<file path="config.mk">
export PLATFORM = sky130hd
export DESIGN_NAME = branch_resolve_unit
export DESIGN_NICKNAME = d
export VERILOG_FILES = /design/src/rtl/branch_resolve_unit.sv
export SDC_FILE = /design/constraint.sdc
export NUM_CORES = 1
export LEC_CHECK = 0
export ABC_CLOCK_PERIOD_IN_PS = 5200
export CAP_MARGIN = 25
export CORE_UTILIZATION = 55
export CTS_CLUSTER_SIZE = 30
export DETAILED_ROUTE_END_ITERATION = 16
export PLACE_DENSITY_LB_ADDON = 0.1
export SKIP_CTS_REPAIR_TIMING = 1
export SLEW_MARGIN = 20
export SYNTH_ARGS = -nofsm -noshare
export SYNTH_HDL_FRONTEND = slang
export SYNTH_SLANG_ARGS = --single-unit
</file>
<file path="constraint.sdc">
create_clock -name clk -period 5.2 [get_ports clk]
set_input_delay 0.52 -clock clk [delete_from_list [all_inputs] [get_ports clk]]
set_output_delay 0.52 -clock clk [all_outputs]
set_load 0.03 [all_outputs]
</file>
<file path="src/rtl/branch_resolve_unit.sv">
// branch_resolve_unit: resolves conditional branches in one registered cycle
// and trains a table of 2-bit saturating predictor counters.
// Optional feature macro: BRU_STATS_EN adds the stat_branches and
// stat_mispredicts counters.

// One 2-bit saturating predictor counter.
module bru_ctr #(
    parameter logic [1:0] CTR_INIT = 2'b01
) (
    input  logic       clk,
    input  logic       rst,
    input  logic       inc,
    input  logic       dec,
    output logic [1:0] ctr
);
    // Saturating up/down count; reset loads the configured initial state.
    always_ff @(posedge clk) begin
        if (rst)
            ctr <= CTR_INIT;
        else if (inc && ctr != 2'b11)
            ctr <= ctr + 2'd1;
        else if (dec && ctr != 2'b00)
            ctr <= ctr - 2'd1;
    end
endmodule

module branch_resolve_unit #(
    parameter int         XLEN      = 32,
    parameter int         BHT_DEPTH = 64,
    parameter logic [1:0] CTR_INIT  = 2'b01
) (
    input  logic            clk,
    input  logic            rst,
    input  logic [XLEN-1:0] pred_pc,
    output logic            pred_taken,
    input  logic            res_valid,
    input  logic [4:0]      res_opcode,
    input  logic [XLEN-1:0] res_pc,
    input  logic [XLEN-1:0] res_rs1,
    input  logic [XLEN-1:0] res_rs2,
    input  logic            res_pred,
    output logic            res_done,
    output logic            res_taken,
    output logic            res_mispredict,
    output logic            res_illegal
`ifdef BRU_STATS_EN
    ,
    output logic [31:0]     stat_branches,
    output logic [31:0]     stat_mispredicts
`endif
);
    localparam int IDX_W = $clog2(BHT_DEPTH);

    typedef enum logic [4:0] {
        OP_BEQ  = 5'b00000,
        OP_BNE  = 5'b00001,
        OP_BLT  = 5'b00100,
        OP_BGE  = 5'b00101,
        OP_BLTU = 5'b00110,
        OP_BGEU = 5'b00111
    } br_op_e;

    typedef struct packed {
        logic taken;
        logic mispredict;
        logic illegal;
    } res_t;

    logic [BHT_DEPTH-1:0][1:0] ctrs;
    logic [IDX_W-1:0]          pred_idx;
    logic [IDX_W-1:0]          res_idx;
    logic [BHT_DEPTH-1:0]      upd_sel;
    logic                      taken_c;
    logic                      illegal_c;
    logic                      eq_c;
    logic                      lt_s_c;
    logic                      lt_u_c;
    logic                      upd_en;
    res_t                      res_c;
    res_t                      res_q;
    logic                      done_q;

    // Word-aligned index; bits above the table and the byte offset alias.
    assign pred_idx = pred_pc[IDX_W+1:2];
    assign res_idx  = res_pc[IDX_W+1:2];

    // Read is taken from the current (pre-update) register value, so a same-
    // cycle resolve to the same entry is only visible on the next cycle.
    assign pred_taken = ctrs[pred_idx][1];

    assign eq_c   = (res_rs1 == res_rs2);
    assign lt_s_c = ($signed(res_rs1) < $signed(res_rs2));
    assign lt_u_c = (res_rs1 < res_rs2);

    // Opcode decode and outcome evaluation.
    always_comb begin
        taken_c   = 1'b0;
        illegal_c = 1'b0;
        case (res_opcode)
            OP_BEQ:  taken_c = eq_c;
            OP_BNE:  taken_c = ~eq_c;
            OP_BLT:  taken_c = lt_s_c;
            OP_BGE:  taken_c = ~lt_s_c;
            OP_BLTU: taken_c = lt_u_c;
            OP_BGEU: taken_c = ~lt_u_c;
            default: illegal_c = 1'b1;
        endcase
    end

    // Response fields; idle cycles and illegal opcodes report not-taken.
    always_comb begin
        res_c            = '0;
        res_c.taken      = res_valid & taken_c;
        res_c.mispredict = res_valid & ~illegal_c & (taken_c ^ res_pred);
        res_c.illegal    = res_valid & illegal_c;
    end

    // Reset takes priority inside each counter, so a resolve during reset
    // never trains the table.
    assign upd_en  = res_valid & ~illegal_c;
    assign upd_sel = upd_en ? (BHT_DEPTH'(1) << res_idx) : '0;

    genvar gi;
    generate
        for (gi = 0; gi < BHT_DEPTH; gi++) begin : g_bht
            bru_ctr #(.CTR_INIT(CTR_INIT)) u_ctr (
                .clk (clk),
                .rst (rst),
                .inc (upd_sel[gi] & taken_c),
                .dec (upd_sel[gi] & ~taken_c),
                .ctr (ctrs[gi])
            );
        end
    endgenerate

    // Single-stage result register; reset discards any in-flight result.
    always_ff @(posedge clk) begin
        if (rst) begin
            done_q <= 1'b0;
            res_q  <= '0;
        end else begin
            done_q <= res_valid;
            res_q  <= res_c;
        end
    end

    assign res_done       = done_q;
    assign res_taken      = res_q.taken;
    assign res_mispredict = res_q.mispredict;
    assign res_illegal    = res_q.illegal;

`ifdef BRU_STATS_EN
    // Free-running event counters, wrapping naturally at 32 bits.
    always_ff @(posedge clk) begin
        if (rst) begin
            stat_branches    <= '0;
            stat_mispredicts <= '0;
        end else begin
            if (upd_en)
                stat_branches <= stat_branches + 32'd1;
            if (res_c.mispredict)
                stat_mispredicts <= stat_mispredicts + 32'd1;
        end
    end
`endif
endmodule

</file>
==> key figures, run 1 <==
Global routing
  • Total grt overflow: 0
  • Vias in the first global route: 6,473
  • Largest net degree at the start of global routing: 159
  • Initial antenna violation count: 0
  • First-pass GRT wire length: 30,900 um
  • GRT Util Overall: 26.0%

Finish
  • Layout Utilization: 67.0%
  • Fin cells: 1,214
  • Diodes inserted: 0
  • Area Overhead vs Synth: 18.3%
  • Layout cells sized above 1: 6.38%
  • Nets: 1,190

Min path
  • Worst min-delay path category: register to register
  • Worst Hold Launch: g_bht[52].u_ctr.ctr[0]

Setup path
  • Critical path data required time: 4680 ps
  • Slowest cell on the critical path: clkdlybuf4s50_1
  • Setup crit start kind: primary input
  • Crit Path Class: primary input to output port
  • Reg2reg start: g_bht[53].u_ctr.ctr[0]
  • Worst setup EP type: output port
  • Max incr delay on CP: 950 ps
  • Worst path cell trace: clkdlybuf4s50_1, mux4_2, mux4_2, mux4_2, clkdlybuf4s50_1
  • Most frequent CP cell: mux4_2
  • Max FO, Critical Path: 11
  • Worst setup path startpoint: pred_pc[3]
  • WP data arrival: 3710 ps

Routing
  • # DRC: 0
  • Routed WL: 18,900 um
  • DR WL/cell: 15.6 um
  • Final ANT Viol Nets: 0
  • Drt pass-1 iters: 8
  • Avg Vias per Cell: 6.21
  • Via Count: 7,538
  • Initial DRC Count: 697

Synth
  • Syn Area/Cell: 8.07 um2
  • Synth area leaders: dfxtp_1 33%, nor4b_1 7.4%, nor2_1 6.4%
  • Top cell type's share of synthesized area: 33.4%
  • Synth Net Count: 1,150
  • Synthesized flop and latch total: 132
  • Asr flop ratio synth: 0%
  • EDFF count, synth: 0
  • Post-Syn Area: 7920 um2
  • Sequential share of the synthesized area: 33.4%
  • YS warnings: 0
  • Post-synth cell types: 39
  • Top-count cell post-synth: nor2_1
  • Commonest cells post-synth: 134 x nor2_1, 132 x dfxtp_1, 82 x nand2_1, 72 x nand3_1, 67 x nor4b_1
  • Area leader, netlist: dfxtp_1
  • Ys flop type: dfxtp_1
  • Mapped Cells: 981

STA
  • Max frequency: 237 MHz
  • Skew final: 6.02 ps
  • Final hold viol count: 0
  • Fin crit share: 81.3%
  • Unrepaired setup endpoints after global routing: false
  • Max-slew headroom: 32.6%
  • Hold slack: 512 ps
  • Post-route minimum period: 4230 ps
  • Worst setup margin: 972 ps
  • Final Max Tran Viols: 0
  • Post-route setup TNS: 0 ps
  • Setup violations, final: 0
  • Slew at the pin closest to its max-slew limit: 1010 ps

Die
  • I/O Pins: 142
  • Die area: 14,900 um2
  • Initial Util: 56.6%
  • Core area: 14,000 um2
  • Site Rows: 43
  • Die X: 122 um
  • Die height: 122 um

Clocking
  • Worst-Skew Late Latency: 410 ps
  • CTS tree: built
  • Root Driver: clkbuf_16
  • Sink Count: 132
  • CTS Buf Count: 17
  • Htree depth: 4
  • Max Root-Sink Buffers: 2
  • Clock transition at path regs: 60 ps

Place
  • Placer Congestion: 0.779
  • Cells after DPL: 1,180
  • Place WS: 1010 ps
  • I/O Buffers: 89
  • DP Wirelength: 12,600 um

Job
  • Max-Cap Viols: 0

Power
  • Pleak: 2.91 nW
  • Worst vdd ir: 0.216 mV
  • PD cells: 258 nW/um2
  • Comb pwr share: 10.1%
  • Switch Pwr: 0.583 mW
  • Switching power share of the total: 24.1%
  • Seq pwr share: 42.4%
  • Cell-internal power: 1.83 mW
  • Clock share of power: 47.5%

Status
  • Status: finished clean
## final timing paths
path              cells past startpoint  slack [ps]                endpoint
setup / recovery                      5         970              pred_taken
hold / removal                        2         510  g_bht[52].u_ctr.ctr[1]
setup reg to reg                      2        4190  g_bht[53].u_ctr.ctr[0]
hold reg to reg                       2         510  g_bht[52].u_ctr.ctr[1]
## worst max-delay path, delay by kind of cell
family	cells	cell delay, ps
buffers and inverters	2	1570
multiplexers	3	1600
## cells by family (layout without fill, tap and decap cells)
kind of cell / Yosys count / in the layout / share of synthesized area [%]
AO/OA/AOI/OAI: 286 / 286 / 23.5
XOR/XNOR: 2 / 2 / 0.221
adder cells (fa/ha/maj): 32 / 32 / 5.06
buffers and inverters: 113 / 166 / 6.46
flip-flops: 132 / 132 / 33.4
multiplexers: 21 / 21 / 5.97
AND/OR/NAND/NOR: 395 / 395 / 25.4
## per-layer routing
layer,vias to the layer above,track usage [%],share of wire [%]
li1,3804,-,-
met1,3535,35.7,48
met2,172,41.0,46
met3,27,4.73,4.8
met4,0,8.87,1.7
met5,-,0,0
## layout by cell type (no fill, tap or decap), types with 5 or more instances in the layout
master,n
a21oi_1,17
a22oi_1,62
a31oi_1,61
and3_1,5
buf_4,8
clkbuf_16,17
clkbuf_8,5
clkdlybuf4s50_1,88
clkinv_2,5
dfxtp_1,132
ha_1,32
inv_1,34
mux4_2,21
nand2_1,82
nand3_1,71
nand4_1,9
nor2_1,134
nor2b_1,6
nor3_1,5
nor4_1,7
nor4b_1,67
o21ai_0,61
o21ai_1,11
o31ai_1,61
## power by group through the flow
stage,logic [mW],registers (mW),clock network [mW]
after floorplan,0.144,1.05,0
after global placement,0.236,1.05,0
after detailed placement,0.239,1.05,0
after CTS,0.240,1.02,1.16
after global routing,0.267,1.02,1.20
final,0.244,1.02,1.15
## layout make-up
class,instances,area (um2)
Multi-Input combinational cell,736,4780
Fill cell,1149,4620
Sequential cell,132,2640
Timing Repair Buffer,100,1030
Clock buffer,23,488
Tap cell,180,225
Inverter,34,128
Clock inverter,9,77.6
## registers in the layout (all words and copies together) (netlist names)
| name | count |
|---|---|
| res_illegal | 1 |
| g_bht.u_ctr.ctr | 128 |
| res_taken | 1 |
| res_done | 1 |
| res_mispredict | 1 |
## stage by stage
stage	total power, mW	instance area, um2
5_1_grt	2.49	9370
4_1_cts	2.42	9320
6_report	2.42	9370
3_3_place_gp	1.28	8750
2_1_floorplan	1.19	7920
3_5_place_dp	1.28	8750
(Power assumes the default switching activity.)
==> inputs of run 2 (changes only) <==
--- a/config.mk
+++ b/config.mk
@@ -5,9 +5,9 @@
 export SDC_FILE = /design/constraint.sdc
 export NUM_CORES = 1
 export LEC_CHECK = 0
-export ABC_CLOCK_PERIOD_IN_PS = 5200
+export ABC_CLOCK_PERIOD_IN_PS = 3800
 export CAP_MARGIN = 25
-export CORE_UTILIZATION = 55
+export CORE_UTILIZATION = 48
 export CTS_CLUSTER_SIZE = 30
 export DETAILED_ROUTE_END_ITERATION = 16
 export PLACE_DENSITY_LB_ADDON = 0.1
==> constraint.sdc (replaced) <==
create_clock -name clk -period 3.8 [get_ports clk]
set_input_delay 0.38 -clock clk [delete_from_list [all_inputs] [get_ports clk]]
set_output_delay 0.38 -clock clk [all_outputs]
set_load 0.03 [all_outputs]
==> run 2 against run 1 <==
Clock power rose by 35%. Flip-flop and latch count did not move. Clock-buffer cell count rose by 2. Utilization fell by 8.2 points. Combinational power rose by 37%. Wire length rose by 3.0%. Largest power group unchanged. Highest routed layer unchanged.
==> key figures, run 2 (synthesized netlist as in run 1, its figures left out) <==
Die
  • Die X: 130 um
  • Initial Util: 49.5%
  • Die height: 130 um
  • Die area: 17,000 um2
  • Core area: 16,000 um2
  • Site Rows: 46
  • I/O Pins: 142

Power
  • Clock share of power: 47.2%
  • Switch Pwr: 0.771 mW
  • PD cells: 350 nW/um2
  • Seq pwr share: 42.6%
  • Switching power share of the total: 23.4%
  • Pleak: 2.90 nW
  • Cell-internal power: 2.52 mW
  • Comb pwr share: 10.2%
  • Worst vdd ir: 0.319 mV

STA
  • Skew final: 6.36 ps
  • Worst setup margin: 202 ps
  • Slew at the pin closest to its max-slew limit: 988 ps
  • Setup violations, final: 0
  • Final hold viol count: 0
  • Post-route setup TNS: 0 ps
  • Max-slew headroom: 34.1%
  • Max frequency: 278 MHz
  • Post-route minimum period: 3600 ps
  • Final Max Tran Viols: 0
  • Unrepaired setup endpoints after global routing: false
  • Fin crit share: 94.7%

Clocking
  • CTS Buf Count: 17
  • CTS tree: built
  • Worst-Skew Late Latency: 430 ps
  • Clock transition at path regs: 60 ps
  • Root Driver: clkbuf_16
  • Htree depth: 4
  • Max Root-Sink Buffers: 2
  • Sink Count: 132

Setup path
  • Critical path data required time: 3420 ps
  • Crit Path Class: primary input to output port
  • Reg-to-reg slack, setup: 2840 ps
  • Setup crit start kind: primary input
  • Reg2reg start: g_bht[4].u_ctr.ctr[0]
  • Reg2reg end: g_bht[4].u_ctr.ctr[0]
  • Worst R2R Path Depth: 2
  • Max FO, Critical Path: 16
  • Worst setup EP type: output port
  • WP data arrival: 3220 ps

Routing
  • DR WL/cell: 15.6 um
  • Final ANT Viol Nets: 0
  • Initial DRC Count: 650
  • Via Count: 7,645
  • Drt pass-1 iters: 7
  • Avg Vias per Cell: 6.13
  • Routed WL: 19,500 um
  • # DRC: 0

Place
  • Place WS: 193 ps
  • Placer Congestion: 0.807
  • DP Wirelength: 13,100 um
  • Cells after DPL: 1,218
  • Placed inst area: 8850 um2
  • I/O Buffers: 89

Finish
  • Max FFs per register: 128
  • Finished Cell Area: 9400 um2
  • Reg with most FFs: g_bht.u_ctr.ctr
  • Fin cells: 1,247
  • Nets: 1,190
  • Area Overhead vs Synth: 18.7%
  • Most frequent cells in the layout: 134 x nor2_1, 132 x dfxtp_1, 88 x clkdlybuf4s50_1
  • Layout cells sized above 1: 6.11%
  • Fill cells: 1,479
  • Most common cell after layout, fill and taps aside: nor2_1
  • Diodes inserted: 0

Global routing
  • GRT Util Overall: 23.5%
  • Vias in the first global route: 6,417
  • Initial antenna violation count: 0
  • Largest net degree at the start of global routing: 137
  • Total grt overflow: 0
  • First-pass GRT wire length: 31,400 um

Job
  • Max-Cap Viols: 0

Min path
  • WHS Path Cells: 2
  • Worst min-delay path category: register to register
  • Hold EP: g_bht[62].u_ctr.ctr[1]
  • Worst Hold Launch: g_bht[62].u_ctr.ctr[0]

Status
  • Status: finished clean
run 2: changes by cell type in the layout (fill, tap and decap cells not counted):
| cell | change |
|---|---|
| clkinv_2 | -3 |
| or3_1 | -1 |
| clkbuf_1 | +1 |
| clkinvlp_4 | -2 |
| buf_4 | -1 |
| buf_16 | -2 |
| buf_12 | +3 |
| or3_2 | +1 |
| buf_6 | +1 |
run 2: through the flow:
stage          utilization (%)  total power [mW]  hold slack, ps
2_1_floorplan                -              1.63             487
3_3_place_gp              55.3              1.76             502
3_5_place_dp              55.3              1.77             506
4_1_cts                   58.8              3.31             515
5_1_grt                   58.8              3.41             537
6_report                  58.8              3.29             511
run 2: worst max-delay path by stage:
stage	startpoint	end	depth (start not counted)
after CTS	pred_pc[2]	pred_taken	6
final	pred_pc[2]	pred_taken	6
after global placement	pred_pc[2]	pred_taken	6
after floorplan	pred_pc[3]	pred_taken	5
after global routing	pred_pc[2]	pred_taken	6
after detailed placement	pred_pc[2]	pred_taken	6
run 2: final cells by class:
class	instances	area (um2)	area share (%)
inverters	34	128	1.36
flip-flops and latches	132	2640	28.1
well taps	216	270	2.87
clock inverters	4	47.5	0.506
repair buffers	100	1020	10.9
clock buffers	25	505	5.38
multi-input cells	736	4780	50.9
run 2: power groups by stage:
stage / logic [mW] / registers (mW) / clock network, mW
after CTS: 0.336 / 1.40 / 1.58
after detailed placement: 0.335 / 1.43 / 0
after floorplan: 0.198 / 1.43 / 0
after global routing: 0.370 / 1.40 / 1.64
final: 0.335 / 1.40 / 1.55
after global placement: 0.332 / 1.43 / 0
run 2: worst max-delay path, stage by stage:
cell and delay (ps):
clkdlybuf4s50_1 510, buf_12 190, mux4_2 550, mux4_2 490
mux4_2 480, clkdlybuf4s50_1 610
run 2: routing by layer:
layer	wire (um)	share of wire (%)	GRT usage, %
met1	9120	47	32.2
met3	1050	5.4	4.23
met2	9030	46	37.4
met4	291	1.5	7.98
met5	0	0	0
==> inputs of run 3 (changes only) <==
--- a/config.mk
+++ b/config.mk
@@ -10,6 +10,7 @@
 export CORE_UTILIZATION = 48
 export CTS_CLUSTER_SIZE = 30
 export DETAILED_ROUTE_END_ITERATION = 16
+export HOLD_SLACK_MARGIN = 0.03
 export PLACE_DENSITY_LB_ADDON = 0.1
 export SKIP_CTS_REPAIR_TIMING = 1
 export SLEW_MARGIN = 20
==> results of run 3 <==
No change in the layout: final DEF, timing and power equal those of run 2.
